**config.mk**
```make
export PLATFORM = sky130hd
export DESIGN_NAME = debounce_edge_detect
export DESIGN_NICKNAME = d
export VERILOG_FILES = /design/src/rtl/debounce_edge_detect.sv
export SDC_FILE = /design/constraint.sdc
export NUM_CORES = 1
export LEC_CHECK = 0
export CAP_MARGIN = 20
export CORE_MARGIN = 1
export CORE_UTILIZATION = 50
export CTS_CLUSTER_SIZE = 14
export DETAILED_ROUTE_END_ITERATION = 7
export HOLD_SLACK_MARGIN = 0.02
export PLACE_DENSITY_LB_ADDON = 0.2
export SYNTH_ARGS = -nofsm -noshare
export SYNTH_HDL_FRONTEND = slang
export SYNTH_SLANG_ARGS = --single-unit
```
**constraint.sdc**
```tcl
create_clock -name CLK -period 3.7 [get_ports CLK]
set_input_delay 0.74 -clock CLK [delete_from_list [all_inputs] [get_ports CLK]]
set_output_delay 0.74 -clock CLK [all_outputs]
set_load 0.01 [all_outputs]
```
**src/rtl/debounce_edge_detect.sv**
```systemverilog
// Debounce and edge-detect stage for an already-synchronized level: accepts a new
// level after STABLE_CYCLES identical samples, pulses RISE/FALL and counts accepts.
module debounce_edge_detect #(
    parameter int unsigned STABLE_CYCLES = 16,
    parameter logic        INIT_LEVEL    = 1'b0,
    parameter int unsigned CNT_WIDTH     = 16
) (
    input  logic                 CLK,
    input  logic                 RST,
    input  logic                 DATA_IN,
    input  logic                 CLEAR,
    output logic                 LEVEL,
    output logic                 RISE,
    output logic                 FALL,
    output logic [CNT_WIDTH-1:0] EVENT_CNT
);

    localparam int unsigned      RUN_W    = $clog2(STABLE_CYCLES + 1);
    localparam logic [RUN_W-1:0] RUN_LAST = RUN_W'(STABLE_CYCLES - 1);
    localparam logic [RUN_W-1:0] RUN_ONE  = RUN_W'(1);

    typedef enum logic [1:0] {
        STABLE_LO = 2'd0,
        CHECK_HI  = 2'd1,
        STABLE_HI = 2'd2,
        CHECK_LO  = 2'd3
    } state_t;

    localparam state_t RESET_STATE = INIT_LEVEL ? STABLE_HI : STABLE_LO;

    state_t                state_q, state_nxt;
    logic [RUN_W-1:0]      run_q, run_nxt;
    logic                  level_q, level_nxt;
    logic                  rise_q, rise_nxt;
    logic                  fall_q, fall_nxt;
    logic [CNT_WIDTH-1:0]  cnt_q, cnt_nxt;

    always_ff @(posedge CLK) begin
        if (RST) begin
            state_q <= RESET_STATE;
            run_q   <= '0;
            level_q <= INIT_LEVEL;
            rise_q  <= 1'b0;
            fall_q  <= 1'b0;
            cnt_q   <= '0;
        end else begin
            state_q <= state_nxt;
            run_q   <= run_nxt;
            level_q <= level_nxt;
            rise_q  <= rise_nxt;
            fall_q  <= fall_nxt;
            cnt_q   <= cnt_nxt;
        end
    end

    always_comb begin
        state_nxt = state_q;
        run_nxt   = run_q;
        level_nxt = level_q;
        rise_nxt  = 1'b0;
        fall_nxt  = 1'b0;

        case (state_q)
            STABLE_LO: begin
                if (DATA_IN) begin
                    if (STABLE_CYCLES == 1) begin
                        level_nxt = 1'b1;
                        rise_nxt  = 1'b1;
                        run_nxt   = '0;
                        state_nxt = STABLE_HI;
                    end else begin
                        run_nxt   = RUN_ONE;
                        state_nxt = CHECK_HI;
                    end
                end
            end

            CHECK_HI: begin
                if (!DATA_IN) begin
                    // Abandoned run: the level never changed, so nothing to undo.
                    run_nxt   = '0;
                    state_nxt = STABLE_LO;
                end else if (run_q == RUN_LAST) begin
                    level_nxt = 1'b1;
                    rise_nxt  = 1'b1;
                    run_nxt   = '0;
                    state_nxt = STABLE_HI;
                end else begin
                    run_nxt = run_q + RUN_ONE;
                end
            end

            STABLE_HI: begin
                if (!DATA_IN) begin
                    if (STABLE_CYCLES == 1) begin
                        level_nxt = 1'b0;
                        fall_nxt  = 1'b1;
                        run_nxt   = '0;
                        state_nxt = STABLE_LO;
                    end else begin
                        run_nxt   = RUN_ONE;
                        state_nxt = CHECK_LO;
                    end
                end
            end

            CHECK_LO: begin
                if (DATA_IN) begin
                    run_nxt   = '0;
                    state_nxt = STABLE_HI;
                end else if (run_q == RUN_LAST) begin
                    level_nxt = 1'b0;
                    fall_nxt  = 1'b1;
                    run_nxt   = '0;
                    state_nxt = STABLE_LO;
                end else begin
                    run_nxt = run_q + RUN_ONE;
                end
            end

            default: begin
                run_nxt   = '0;
                level_nxt = INIT_LEVEL;
                state_nxt = RESET_STATE;
            end
        endcase
    end

    // A clear that coincides with an accept still records that accept.
    always_comb begin
        cnt_nxt = cnt_q;
        if (rise_nxt || fall_nxt) begin
            cnt_nxt = CLEAR ? CNT_WIDTH'(1) : cnt_q + CNT_WIDTH'(1);
        end else if (CLEAR) begin
            cnt_nxt = '0;
        end
    end

    assign LEVEL     = level_q;
    assign RISE      = rise_q;
    assign FALL      = fall_q;
    assign EVENT_CNT = cnt_q;

endmodule
```
==> results of run 1 <==
[routing by layer]
layer / GRT usage / routed length (µm)
met1: 0.2566 / 1099
met2: 0.3067 / 1101
met3: 0.03636 / 86
met4: 0.06944 / 17
met5: 0 / 0
[power groups by stage]
stage               registers [mW]  logic, mW  clock network (mW)
finish                       0.285     0.0159               0.116
global route                 0.285     0.0177               0.127
CTS                          0.285     0.0158               0.118
detailed placement           0.291     0.0156                   0
global placement             0.291     0.0154                   0
floorplan                    0.289     0.0112                   0
[sequential cells by signal (all words and copies together), names as in the netlist, named ones only]
register,flops
EVENT_CNT,16
run_q,5
FALL,1
LEVEL,1
RISE,1
state_q,1
[how the worst min path moves through the flow]
stage	startpoint	cells past startpoint	slack [ps]	end
2_1_floorplan	run_q[4]$_SDFFE_PP0P_	1	450	run_q[4]$_SDFFE_PP0P_
3_3_place_gp	run_q[4]$_SDFFE_PP0P_	1	460	run_q[4]$_SDFFE_PP0P_
3_5_place_dp	run_q[4]$_SDFFE_PP0P_	1	470	run_q[4]$_SDFFE_PP0P_
4_1_cts	run_q[4]$_SDFFE_PP0P_	1	490	run_q[4]$_SDFFE_PP0P_
5_1_grt	run_q[4]$_SDFFE_PP0P_	1	500	run_q[4]$_SDFFE_PP0P_
6_report	run_q[4]$_SDFFE_PP0P_	1	480	run_q[4]$_SDFFE_PP0P_
[cell usage in the layout (no fill, tap or decap), types with 2 or more instances in the layout]
| cell | n |
|---|---|
| ha_1 | 2 |
| a21oi_1 | 14 |
| and4_1 | 3 |
| or3_1 | 9 |
| nand3_1 | 7 |
| o21ai_0 | 12 |
| nor2_1 | 10 |
| clkdlybuf4s50_1 | 22 |
| clkbuf_4 | 3 |
| nand2_1 | 7 |
| nand4_1 | 6 |
| xor2_1 | 2 |
| and3_1 | 2 |
| and2_1 | 2 |
| nand3b_1 | 2 |
| xnor2_1 | 2 |
| nor4b_1 | 2 |
| dfxtp_1 | 26 |
| nor3b_1 | 2 |
[per-stage QoR]
step,setup WS (ps),std cells,hold WS [ps]
after floorplan,1845,135,452.5
after global placement,976.0,177,459.1
after detailed placement,910.4,177,471.6
after CTS,1220,180,489.7
after global routing,1041,180,502.9
final,1192,180,483.4
[worst max-delay path: cells and delay by family]
family | cells | cell delay, ps
and+or+nand+nor | 2 | 890
buffers and inverters | 1 | 590
xor gates and xnor gates | 1 | 390
AOI/OAI and AO/OA | 1 | 150
[layout make-up]
| class | instances | area share |
|---|---|---|
| multi-input cells | 100 | 0.4367 |
| clock buffers | 3 | 0.01582 |
| flip-flops and latches | 26 | 0.3656 |
| inverters | 1 | 0.002636 |
| well taps | 28 | 0.02460 |
| repair buffers | 22 | 0.1547 |
[logic make-up after synthesis]
family / share of synthesized area
flops: 0.4411
simple gates: 0.3044
compound gates: 0.1495
buf+inv: 0.03181
mux: 0.008484
xor+xnor: 0.04349
fa+ha+maj: 0.02121
==> run_results.csv, run 1 <==
group,metric,value,unit
die,die_w,50.58,µm
synthesis,seq_area_frac_synth,0.4411,
sta,slew_violations,0,
layout,multiInputGateArea,621.8,µm²
layout,nFillCells,196,
synthesis,synth_area,1180,µm²
worst_setup_path,critPathMaxStageDelay,590,ps
die,die_area,2558,µm²
grt,grt_max_degree,16,
synthesis,ys_top_cells_by_area,"dfxtp_1 44%, a21oi_1 5.9%, o21ai_0 5.1%",
clock_network,cts_setup_buffers,0,
grt,gr-total-overflow,0,
grt,first_global_vias,868,
placed_design,dpl_cell_area,1401,µm²
die,fp-row-count,17,
sta,rsz0062_at_grt,"no",
power_and_ir_drop,p_sw_frac,0.2172,
sta,period_share,0.6777,
worst_setup_path,required,3950,ps
sta,hold_violations,0,
synthesis,synth_cells,135,
synthesis,syn_avg_cell_area,8.740,µm²
grt,grt_antenna_before_repair,0,
sta,tightest_slew,420.7,ps
synthesis,ys.flop_type,"dfxtp_1",
worst_setup_path,cp_slowest_cell,"clkdlybuf4s50_1",
sta,skew,2.427,ps
run_status,status,"finished clean",
grt,grt_pass1_wl,3781,µm
synthesis,async_flop_share,0,
synthesis,yosysTopAreaCell,"dfxtp_1",
worst_setup_path,path_class,"input pin to flop",
power_and_ir_drop,switching_power,0.09056,mW
die,die_h,50.58,µm
power_and_ir_drop,power,0.4168,mW
power_and_ir_drop,comb_power_share,0.038,
synthesis,yosysTopAreaCellShare,0.4411,
worst_setup_path,crit_end,"EVENT_CNT[14]$_SDFFE_PP0P_",
power_and_ir_drop,seq_power_share,0.683,
layout,stdcell_area,1424,µm²
detailed_routing,drc,0,
synthesis,synth_edf_count,0,
clock_network,clock_sinks,26,
clock_network,cts_buffers,3,
power_and_ir_drop,vdd_drop_max,0.2012,mV
layout,fin_util,0.6437,
placed_design,post-dp-hpwl,1602,µm
detailed_routing,wl_per_cell,12.81,µm
clock_network,clkTransAtPathRegs,130,ps
layout,drive_gt1_frac,0.05921,
power_and_ir_drop,leakage,0.4613,nW
clock_network,root_buffer,"clkbuf_4",
worst_setup_path,rr_worst_depth,5,
worst_setup_path,cp-start-kind,"input pin",
synthesis,synth_cell_types,37,
die,design.core.area,2212,µm²
sta,max_freq,0.3988,GHz
detailed_routing,drt_iter0_drc,10,
clock_network,cts_resized,0,
worst_setup_path,arrival,2760,ps
worst_setup_path,r2r-end,"EVENT_CNT[14]$_SDFFE_PP0P_",
detailed_routing,vias_per_cell,5.794,
layout,fin_nets,160,
worst_setup_path,critPathLaunch,"DATA_IN",
detailed_routing,drt_first_pass_iters,4,
power_and_ir_drop,intPower,0.3263,mW
detailed_routing,wirelength,2305,µm
detailed_routing,vias,1043,
sta,slew_headroom,0.7187,
layout,regArea,520.5,µm²
sta,setup_tns,0,ps
layout,area_growth,20.68,%
synthesis,ys_ff_latch,26,
worst_setup_path,rrSetupSlack,1570,ps
clock_network,h-tree-depth,1,
die,initial_core_util,0.5334,
synthesis,post-synth-top-count-cell,"dfxtp_1",
power_and_ir_drop,power.density,292.8,nW/µm²
clock_network,cts_tree,"built",
placed_design,place.gp.congestion,0.7375,
worst_setup_path,crit_fanout,11,
sta,setup_viol,0,
job,maxCapViolations,0,
worst_setup_path,path_cells,"clkdlybuf4s50_1 -> xor2_2 -> nand4_1 -> or3_1 -> a21oi_1",
sta,post-route-min-period,2508,ps
min_path,hold_path.class,"flop to flop",
synthesis,synth_warnings,0,
synthesis,synth_nets,141,
detailed_routing,drtAntennaViolNets,0,
worst_setup_path,r2r-start,"run_q[0]$_SDFFE_PP0P_",
clock_network,postCtsHoldBufs,0,
synthesis,synthTopCellsByCount,"26 x dfxtp_1, 14 x a21oi_1, 12 x o21ai_0",
worst_setup_path,cp-end-kind,"flop",
grt,grt.total_usage,0.1921,
layout,diodes,0,
power_and_ir_drop,clockPowerShare,0.279,
die,io_pins,23,
clock_network,clock_latency,310,ps
placed_design,port_buffers,22,
clock_network,clockBufferDepth,2,
Note: power is estimated with default switching activity, not from simulation.
==> run 2, diff against run 1 <==
- CORE_UTILIZATION: 50 -> 45
- clock period: 3.7 -> 2.11 ns (I/O delays scaled with it)
==> run_results.csv, run 2 (synthesis results as in run 1) <==
group,metric,value,unit
detailed_routing,vias_per_cell,5.787,
worst_setup_path,cp-end-kind,"flop",
worst_setup_path,r2r-end,"EVENT_CNT[13]$_SDFFE_PP0P_",
clock_network,cts_resized,0,
min_path,min-delay-start,"run_q[4]$_SDFFE_PP0P_",
worst_setup_path,arrival,2090,ps
layout,fin_nets,166,
worst_setup_path,path_cells,"ha_1 -> and4b_1 -> nand4_2 -> buf_4 -> or3_1 -> a21oi_1",
detailed_routing,drt_iter0_drc,11,
grt,gr-total-overflow,0,
detailed_routing,vias,1088,
worst_setup_path,cp-start-kind,"flop",
worst_setup_path,cp_slowest_cell,"dfxtp_1",
sta,setup_viol,0,
grt,grt_max_degree,16,
die,die_area,2831,µm²
sta,slew_violations,0,
power_and_ir_drop,power.density,499.6,nW/µm²
worst_setup_path,path_class,"flop to flop",
placed_design,port_buffers,22,
sta,slew_headroom,0.7440,
die,fp-row-count,18,
layout,drive_gt1_frac,0.09494,
grt,first_global_vias,968,
detailed_routing,drtAntennaViolNets,0,
clock_network,cts_tree,"built",
sta,setup_ws,272.1,ps
worst_setup_path,rr_worst_depth,6,
layout,nFillCells,239,
power_and_ir_drop,comb_power_share,0.045,
grt,grt_use_met3,0.02874,
layout,largest_reg_flops,16,
clock_network,clock_latency,310,ps
power_and_ir_drop,switching_power,0.1593,mW
die,die_h,53.21,µm
sta,post-route-min-period,1838,ps
grt,use_met2,0.3354,
placed_design,pre_cts_ws,-16.83,ps
layout,stdcell_area,1471,µm²
clock_network,cts_setup_buffers,0,
detailed_routing,wirelength,2551,µm
job,maxCapViolations,0,
layout,final_cell_mix,"26 x dfxtp_1, 22 x clkdlybuf4s50_1, 14 x a21oi_1, 12 x o21ai_0, 10 x nor2_1",
detailed_routing,wl_per_cell,13.57,µm
min_path,holdPathStages,1,
sta,tightest_slew,383.5,ps
run_status,status,"finished clean",
worst_setup_path,required,2360,ps
grt,top_usage_layer,"met2",
die,io_pins,23,
worst_setup_path,critPathMaxStageDelay,400,ps
placed_design,place.gp.congestion,0.7396,
clock_network,root_buffer,"clkbuf_4",
grt,grt.total_usage,0.1984,
layout,mostFrequentLayoutCell,"dfxtp_1",
placed_design,dpl_cell_area,1449,µm²
worst_setup_path,r2r-start,"run_q[0]$_SDFFE_PP0P_",
sta,max_freq,0.5441,GHz
sta,skew,4.074,ps
die,design.core.area,2477,µm²
power_and_ir_drop,clockPowerShare,0.276,
power_and_ir_drop,leakage,0.4895,nW
clock_network,h-tree-depth,1,
clock_network,clockBufferDepth,2,
worst_setup_path,crit_fanout,8,
min_path,min_to,"run_q[4]$_SDFFE_PP0P_",
sta,rsz0062_at_grt,"no",
clock_network,clock_sinks,26,
clock_network,postCtsHoldBufs,0,
layout,area_growth,24.71,%
die,initial_core_util,0.4763,
detailed_routing,drt_first_pass_iters,4,
power_and_ir_drop,vdd_drop_max,0.3603,mV
grt,grt_antenna_before_repair,0,
sta,period_share,0.8710,
sta,hold_violations,0,
layout,diodes,0,
clock_network,clkTransAtPathRegs,130,ps
grt,grt_pass1_wl,4071,µm
power_and_ir_drop,p_sw_frac,0.2167,
power_and_ir_drop,intPower,0.5758,mW
power_and_ir_drop,seq_power_share,0.679,
min_path,hold_path.class,"flop to flop",
placed_design,post-dp-hpwl,1865,µm
grt,grt_util_met1,0.2351,
detailed_routing,drc,0,
die,die_w,53.21,µm
worst_setup_path,rrSetupSlack,270,ps
clock_network,cts_buffers,3,
==> run 2: cell types whose count changed in the layout (fill, tap and decap cells not counted) <==
| cell | delta |
|---|---|
| buf_4 | +6 |
==> run 2: per-stage QoR <==
step                  util  total power [mW]  std cells  setup TNS [ps]  hold slack, ps
detailed placement  0.5848            0.5431        185          -16.83           480.5
floorplan                -            0.5266        135               0           452.5
finish              0.5939            0.7351        188               0           490.3
global route        0.5939            0.7667        188               0           503.8
global placement    0.5848            0.5414        185               0           460.5
CTS                 0.5939            0.7442        188               0           498.3
==> run 2: worst max-delay path by stage <==
stage / slack [ps] / end / start / cells past startpoint
global route: 170 / EVENT_CNT[13]$_SDFFE_PP0P_ / run_q[0]$_SDFFE_PP0P_ / 6
CTS: 260 / EVENT_CNT[13]$_SDFFE_PP0P_ / run_q[0]$_SDFFE_PP0P_ / 6
finish: 270 / EVENT_CNT[13]$_SDFFE_PP0P_ / run_q[0]$_SDFFE_PP0P_ / 6
global placement: 70 / EVENT_CNT[13]$_SDFFE_PP0P_ / DATA_IN / 6
detailed placement: -20 / EVENT_CNT[13]$_SDFFE_PP0P_ / DATA_IN / 6
floorplan: 440 / EVENT_CNT[15]$_SDFFE_PP0P_ / run_q[0]$_SDFFE_PP0P_ / 6
==> run 2: per-layer routing <==
| metal | share of wire | vias to the layer above |
|---|---|---|
| met5 | 0 | - |
| met4 | 0.013 | 0 |
| met3 | 0.038 | 4 |
| met2 | 0.50 | 29 |
| met1 | 0.44 | 516 |
| li1 | - | 539 |
==> run 2: critical path: cells and delay by family (launching register included) <==
| kind | cells | cell delay [ps] |
|---|---|---|
| AO/OA/AOI/OAI | 1 | 160 |
| buffers and inverters | 1 | 210 |
| flip-flops | 1 | 400 |
| adder cells (fa/ha/maj) | 1 | 220 |
| AND/OR/NAND/NOR | 3 | 790 |
==> run 2: layout make-up <==
type | count | area, µm² | share of cell area
Sequential cell | 26 | 520.5 | 0.3537
Multi-Input combinational cell | 100 | 621.8 | 0.4226
Clock buffer | 3 | 22.52 | 0.01531
Tap cell | 30 | 37.54 | 0.02551
Timing Repair Buffer | 28 | 265.3 | 0.1803
Inverter | 1 | 3.754 | 0.002551
==> run 2: power groups by stage <==
stage	combinational, mW	clock, mW	sequential [mW]
after floorplan	0.0197	0	0.507
after global placement	0.0315	0	0.510
after detailed placement	0.0333	0	0.510
after CTS	0.0333	0.212	0.499
after global routing	0.0363	0.230	0.500
final	0.0331	0.203	0.499
==> run 3, diff against run 2 <==
- CORE_UTILIZATION: 45 -> 50
- DONT_BUFFER_PORTS: not set -> 1
- MAX_ROUTING_LAYER: not set -> met4
==> run_results.csv, run 3 (synthesis results as in run 1) <==
group,metric,value,unit
run_status,status,"finished clean",
detailed_routing,drt_first_pass_iters,4,
die,io_pins,23,
worst_setup_path,path_class,"flop to flop",
layout,diodes,0,
die,initial_core_util,0.5334,
sta,hold_violations,0,
clock_network,clock_latency,310,ps
placed_design,port_buffers,0,
detailed_routing,drt_iter0_drc,16,
layout,area_growth,5.090,%
sta,rsz0062_at_grt,"no",
placed_design,place.gp.congestion,0.7198,
worst_setup_path,cp-start-kind,"flop",
power_and_ir_drop,power.density,622.3,nW/µm²
detailed_routing,drc,0,
clock_network,h-tree-depth,1,
sta,slew_headroom,0.7515,
worst_setup_path,path_buf_inv,0,
sta,setup_ws,173.9,ps
power_and_ir_drop,leakage,0.4068,nW
grt,grt_antenna_before_repair,0,
worst_setup_path,required,2360,ps
min_path,hold_path.class,"input pin to flop",
worst_setup_path,crit_family,"simple AND/OR/NAND/NOR gates",
clock_network,cts_resized,0,
sta,max_freq,0.5165,GHz
sta,setup_viol,0,
clock_network,clock_sinks,26,
worst_setup_path,crit_fanout,12,
layout,drive_gt1_frac,0.09701,
detailed_routing,vias_per_cell,6.142,
grt,gr-total-overflow,0,
die,die_h,50.58,µm
layout,multiInputGateArea,621.8,µm²
sta,slew_violations,0,
grt,grt.total_usage,0.2004,
clock_network,cts_tree,"built",
layout,fin_nets,141,
worst_setup_path,cp-end-kind,"flop",
detailed_routing,vias,995,
layout,regArea,520.5,µm²
worst_setup_path,cp_slowest_cell,"or4_1",
grt,grt_pass1_wl,3843,µm
sta,period_share,0.9176,
sta,skew,4.890,ps
layout,mostFrequentLayoutCell,"dfxtp_1",
power_and_ir_drop,vdd_drop_max,0.5347,mV
die,die_w,50.58,µm
detailed_routing,wl_per_cell,14.20,µm
clock_network,root_buffer,"clkbuf_4",
sta,setup_tns,0,ps
die,die_area,2558,µm²
job,maxCapViolations,0,
clock_network,clockBufferDepth,2,
layout,largest_reg_flops,16,
grt,first_global_vias,929,
placed_design,pre_cts_ws,251.0,ps
detailed_routing,wirelength,2300,µm
worst_setup_path,arrival,2180,ps
worst_setup_path,path_cells,"ha_1 -> and4b_1 -> nand4_2 -> or4_1 -> a21oi_1",
grt,grt_max_degree,16,
clock_network,cts_buffers,3,
clock_network,postCtsHoldBufs,0,
layout,nFillCells,207,
worst_setup_path,rrSetupSlack,170,ps
clock_network,clkTransAtPathRegs,140,ps
detailed_routing,drtAntennaViolNets,0,
layout,final_cell_mix,"26 x dfxtp_1, 14 x a21oi_1, 12 x o21ai_0, 10 x nor2_1, 9 x or3_1",
sta,tightest_slew,363.3,ps
die,design.core.area,2212,µm²
die,fp-row-count,17,
worst_setup_path,critPathMaxStageDelay,570,ps
placed_design,post-dp-hpwl,1619,µm
sta,post-route-min-period,1936,ps
clock_network,cts_setup_buffers,0,
## run 3: changes by cell type in the layout (fill, tap and decap cells not counted)
cell | before | now
clkdlybuf4s50_1 | 22 | 0
buf_4 | 6 | 3
clkbuf_8 | 0 | 1
## run 3: final timing paths
check	cells after the start	from	end
max	5	run_q[0]$_SDFFE_PP0P_	EVENT_CNT[15]$_SDFFE_PP0P_
min	1	RST	flop
max reg2reg	5	run_q[0]$_SDFFE_PP0P_	EVENT_CNT[15]$_SDFFE_PP0P_
min reg2reg	1	run_q[4]$_SDFFE_PP0P_	run_q[4]$_SDFFE_PP0P_
## run 3: through the flow
stage,area [µm²],utilization,hold WS (ps),power [mW],instances
3_3_place_gp,1204,0.5441,468.9,0.5283,158
2_1_floorplan,1180,-,452.5,0.5266,135
4_1_cts,1240,0.5605,142.1,0.7778,162
6_report,1240,0.5605,148.6,0.7716,162
5_1_grt,1240,0.5605,134.0,0.7948,162
3_5_place_dp,1204,0.5441,478.0,0.5300,158
## run 3: area by class of cell
class / instances / share of cell area
flip-flops and latches: 26 / 0.4198
repair buffers: 3 / 0.01816
multi-input cells: 100 / 0.5015
inverters: 1 / 0.003027
clock buffers: 4 / 0.02926
well taps: 28 / 0.02825
## run 3: worst reg2reg max path, cell delays in order (launching register included)
cell and delay, ps:
dfxtp_1 400, ha_1 220, and4b_1 270, nand4_2 250, or4_1 570, a21oi_1 170
## run 3: power by group
part | leakage [nW] | switching [mW] | internal (mW)
sequential | 0.210 | 0.00510 | 0.494
combinational | 0.176 | 0.0119 | 0.00803
clock | 0.0210 | 0.147 | 0.105
## run 3: per-layer routing
metal | track usage | vias to the layer above | wire length (µm)
met4 | 0.07870 | 0 | 17
met2 | 0.3289 | 24 | 1097
met3 | 0.04848 | 2 | 117
li1 | - | 494 | -
met1 | 0.2348 | 475 | 1068
met5 | - | - | 0
